[src/rtl/serial_add_sub.sv]
// Digit-serial adder/subtractor: one DIGIT-bit adder slice, operands shifted LSB digit first,
// carry registered between digits. Results are published only when the last digit completes.
module serial_add_sub #(
    parameter int WIDTH = 16,
    parameter int DIGIT = 1
) (
    input  logic             clk,
    input  logic             rst,
    input  logic             start,
    input  logic [WIDTH-1:0] a,
    input  logic [WIDTH-1:0] b,
    input  logic             cin,
    input  logic             sub,
    output logic             busy,
    output logic             done,
    output logic [WIDTH-1:0] sum,
    output logic             cout,
    output logic             overflow,
    output logic [1:0]       o_dbg_state
);

    localparam int N  = WIDTH / DIGIT;
    localparam int CW = (N > 1) ? $clog2(N) : 1;
    localparam logic [CW-1:0] LAST = CW'(N - 1);

    generate
        if ((WIDTH % DIGIT) != 0) begin : g_bad_digit
            $error("serial_add_sub: WIDTH must be a multiple of DIGIT");
        end
    endgenerate

    typedef enum logic [1:0] {
        S_IDLE = 2'd0,
        S_RUN  = 2'd1,
        S_DONE = 2'd2
    } state_t;

    state_t           r_state;
    state_t           w_state_next;
    logic [WIDTH-1:0] r_a;
    logic [WIDTH-1:0] r_b;
    logic             r_carry;
    logic [CW-1:0]    r_cnt;
    logic [WIDTH-1:0] r_acc;
    logic [WIDTH-1:0] r_sum;
    logic             r_cout;
    logic             r_ovf;

    logic             w_accept;
    logic             w_last;
    logic [DIGIT:0]   w_slice;
    logic             w_msb_cin;
    logic [WIDTH-1:0] w_acc_next;

    // Handshake: start is honoured whenever no operation is in flight (IDLE or DONE);
    // busy stays high for exactly N cycles and done pulses once when results change.
    assign w_accept = start && (r_state != S_RUN);
    assign w_last   = (r_state == S_RUN) && (r_cnt == LAST);

    always_ff @(posedge clk) begin
        if (rst) begin
            r_state <= S_IDLE;
        end else begin
            r_state <= w_state_next;
        end
    end

    always_comb begin
        w_state_next = r_state;
        busy         = 1'b0;
        done         = 1'b0;
        case (r_state)
            S_IDLE: begin
                if (start) w_state_next = S_RUN;
            end
            S_RUN: begin
                busy = 1'b1;
                if (r_cnt == LAST) w_state_next = S_DONE;
            end
            S_DONE: begin
                done         = 1'b1;
                w_state_next = start ? S_RUN : S_IDLE;
            end
            default: w_state_next = S_IDLE;
        endcase
    end

    assign w_slice = {1'b0, r_a[DIGIT-1:0]} + {1'b0, r_b[DIGIT-1:0]} + {{DIGIT{1'b0}}, r_carry};

    // The carry into the top bit of a digit is recovered from that bit's sum: s = a ^ b ^ c.
    assign w_msb_cin = r_a[DIGIT-1] ^ r_b[DIGIT-1] ^ w_slice[DIGIT-1];

    generate
        if (N == 1) begin : g_one_digit
            assign w_acc_next = w_slice[DIGIT-1:0];
        end else begin : g_multi_digit
            assign w_acc_next = {w_slice[DIGIT-1:0], r_acc[WIDTH-1:DIGIT]};
        end
    endgenerate

    always_ff @(posedge clk) begin
        if (rst) begin
            r_a     <= '0;
            r_b     <= '0;
            r_carry <= 1'b0;
            r_cnt   <= '0;
            r_acc   <= '0;
            r_sum   <= '0;
            r_cout  <= 1'b0;
            r_ovf   <= 1'b0;
        end else if (w_accept) begin
            // Subtraction is a + ~b + ~cin, so the borrow-in inverts along with b.
            r_a     <= a;
            r_b     <= sub ? ~b : b;
            r_carry <= sub ? ~cin : cin;
            r_cnt   <= '0;
        end else if (r_state == S_RUN) begin
            r_a     <= r_a >> DIGIT;
            r_b     <= r_b >> DIGIT;
            r_carry <= w_slice[DIGIT];
            r_acc   <= w_acc_next;
            r_cnt   <= r_cnt + CW'(1);
            if (w_last) begin
                r_sum  <= w_acc_next;
                r_cout <= w_slice[DIGIT];
                r_ovf  <= w_msb_cin ^ w_slice[DIGIT];
            end
        end
    end

    assign sum         = r_sum;
    assign cout        = r_cout;
    assign overflow    = r_ovf;
    assign o_dbg_state = r_state;

endmodule
[config.mk]
export PLATFORM = sky130hd
export DESIGN_NAME = serial_add_sub
export DESIGN_NICKNAME = d
export VERILOG_FILES = /design/src/rtl/serial_add_sub.sv
export SDC_FILE = /design/constraint.sdc
export NUM_CORES = 1
export LEC_CHECK = 0
export BUFFER_PORTS_ARGS = -buffer_cell sky130_fd_sc_hd__buf_2
export CELL_PAD_IN_SITES_DETAIL_PLACEMENT = 1
export CELL_PAD_IN_SITES_GLOBAL_PLACEMENT = 1
export CORE_MARGIN = 1
export CORE_UTILIZATION = 44
export CTS_CLUSTER_DIAMETER = 200
export CTS_CLUSTER_SIZE = 30
export DETAILED_ROUTE_END_ITERATION = 10
export GPL_ROUTABILITY_DRIVEN = 1
export PLACE_DENSITY_LB_ADDON = 0.1
export SYNTH_ARGS = -nofsm -noshare
export SYNTH_HDL_FRONTEND = slang
export SYNTH_SLANG_ARGS = --single-unit
[constraint.sdc]
create_clock -name clk -period 2.4 [get_ports clk]
set_clock_uncertainty 0.15 [all_clocks]
set_input_delay 0.48 -clock clk [delete_from_list [all_inputs] [get_ports clk]]
set_output_delay 0.48 -clock clk [all_outputs]
set_load 0.01 [all_outputs]
==> results.md <==
* Vias per cell at 5.284
* Design Area, Final at 3646 µm²
* Final Max Slew Viols at 0
* Post-synth top area share at 0.4571
* I/O Buffers at 58
* Placed cell area at 3463 µm²
* Area of the multi-input gates at 1525 µm²
* Setup bufs post-CTS at 0
* P_leak at 1.439 nW
* Yosys reg bits at 72
* DIE HEIGHT at 86.65 µm
* Dpl hpwl at 4.397 mm
* Ys Warns at 0
* Setup TNS at 0 ns
* Initial Util at 0.4590
* Number of CTS-inserted buffers at 9
* DR vias at 2663
* Die Wd at 86.65 µm
* Filler instances at 838
* DRC Markers at 0
* CTS tree: yes
* Gp weighted congestion at 0.6812
* Fmax at 496.7 MHz
* CTS max path bufs at 2
* R2r setup slk at 0.48 ns
* Cts hold-fix bufs at 0
* Outcome: finished clean
* Largest net degree at the start of global routing at 67
* Pwr Density at 680.4 nW/µm²
* Setup WS pre-CTS at 0.5368 ns
* Post-CTS sizing at 0
* Final hold violations at 0
* HP Class: input pin to register
* Initial antenna violation count at 0
* Worst vdd ir at 0.4817 mV
* Drt first pass iters at 4
* Storage cell area at 1441 µm²
* Area growth syn-to-layout at 15.64%
* Gate Count Post-Synth at 362
* CP endpoint kind: primary output
* Post-synthesis cell area at 3153 µm²
* RSZ-0062 raised after global routing: false
* First-pass GRT wire length at 11.65 mm
* Slew headroom at 0.5181
* Nets at 442
* WS Path Type: register to primary output
* Worst setup margin at 0.3868 ns
* Critical Path RT at 1.77 ns
* Worst skew pair latency at 0.34 ns
* Area contributors post-synth: dfxtp_1 46%, a21oi_1 7.0%, nand2_1 5.7%
* WL/cell at 13.68 µm
* Layout cell share with drive strength beyond 1 at 0.2255
* Max FO, Critical Path at 24
* # clock sinks at 72
* Netlist cell types at 29
* # rows at 30
* Vias in the first global route at 2616
* Data arrival, critical path at 1.38 ns
* DIE AREA at 7508 µm²
* Total Wirelength at 6.895 mm
* Fin crit share at 0.8388
* Most common cell after layout, fill and taps aside: dfxtp_1
* Gr usage total at 0.1957
* Tmin final at 2.013 ns
* DR iter-0 viols at 82
* Congestion Overflow GR at 0
* Final setup fails at 0
* Most frequent cells in the layout: 72 x dfxtp_1, 58 x buf_2, 48 x nand2_1
* Post-synthesis sequential area ratio at 0.4571
* Clock-pin slew on the worst setup and hold paths at 0.07 ns
* Core area at 6869 µm²
* Max Cap Viol at 0
* Post-synth top area cell: dfxtp_1
* Worst Max-Slew Pin Slew at 0.7208 ns
* Top Ports at 59
* CP Launch Type: register
* Post-route ant nets at 0
* Clock root cell: clkbuf_8
* CTS HTree Levels at 3
* # diodes at 0
* Syn nets at 401
* Syn_area_per_cell at 8.710 µm²
==> area by class of cell <==
type                       instances  share of cell area
clock inverter                     6             0.01235
timing repair buffer              64              0.1023
clock buffer                      10             0.03775
tap                               96             0.03294
multi-input combinational        255              0.4183
sequential                        72              0.3953
inverter                           1            0.001030
==> layer usage <==
layer / track usage / routed length [µm] / up-vias
li1: - / - / 1339
met1: 0.2255 / 3255 / 1277
met2: 0.3586 / 3390 / 42
met3: 0.05429 / 201 / 5
met4: 0.04545 / 47 / 0
met5: 0 / 0 / -
==> cell usage after synthesis <==
cell,count
a2111oi_2,1
a211o_1,16
a211oi_1,15
a21oi_1,44
a21oi_2,9
a311oi_1,3
a41oi_1,1
and3_1,1
buf_1,1
buf_12,1
buf_2,16
buf_4,3
buf_6,1
clkbuf_1,12
dfxtp_1,72
fa_1,1
ha_1,1
inv_2,1
mux2i_1,16
nand2_1,48
nand2b_1,3
nand2b_2,1
nand3_1,19
nand3b_1,2
nor2_1,33
nor2b_1,2
nor3_1,2
o21ai_0,17
xnor2_1,20
==> cells by family (layout without fill, tap and decap cells) <==
family,after synthesis,count (layout),share of synthesized area
adder cells (fa/ha/maj),2,2,0.01032
AO/OA/AOI/OAI,106,106,0.2179
flip-flops,72,72,0.4571
XOR/XNOR,20,20,0.05556
buffers and inverters,35,81,0.05912
AND/OR/NAND/NOR,111,111,0.1492
multiplexers,16,16,0.05079
==> through the flow <==
step / std cells / utilization / hold WS (ns) / power (mW)
3_3_place_gp: 488 / 0.5042 / 0.2901 / 1.635
2_1_floorplan: 362 / - / 0.2822 / 1.565
6_report: 504 / 0.5308 / 0.2839 / 2.481
5_1_grt: 504 / 0.5308 / 0.3223 / 2.602
3_5_place_dp: 488 / 0.5042 / 0.3009 / 1.649
4_1_cts: 504 / 0.5308 / 0.2768 / 2.520
==> state kept, by name, indices dropped and copies added (netlist names) <==
name,count
r_a,16
sum,16
r_acc,15
overflow,1
r_cnt,4
o_dbg_state,2
r_b,16
r_carry,1
cout,1
==> worst paths after layout <==
path	from	to	cells past startpoint
max	o_dbg_state[1]$_SDFFE_PP0P_	busy	3
min reg2reg	r_b[3]$_SDFFE_PP0P_	r_b[2]$_SDFFE_PP0P_	2
min	a[15]	r_a[15]$_SDFFE_PP0P_	3
max reg2reg	r_cnt[0]$_SDFFE_PP0N_	sum[1]$_SDFFE_PP0P_	4
==> where the power goes <==
part	leakage [nW]	switching (mW)	internal, mW	total (mW)
Clock	0.0845	0.461	0.404	0.865
Sequential	0.588	0.0332	1.25	1.28
Combinational	0.766	0.184	0.148	0.332
==> critical path, stage by stage (launching register included) <==
cell and delay [ns]:
dfxtp_1 0.32, nand2b_2 0.18, inv_2 0.33, buf_2 0.21
No activity file was read; power rests on OpenSTA's default activity.
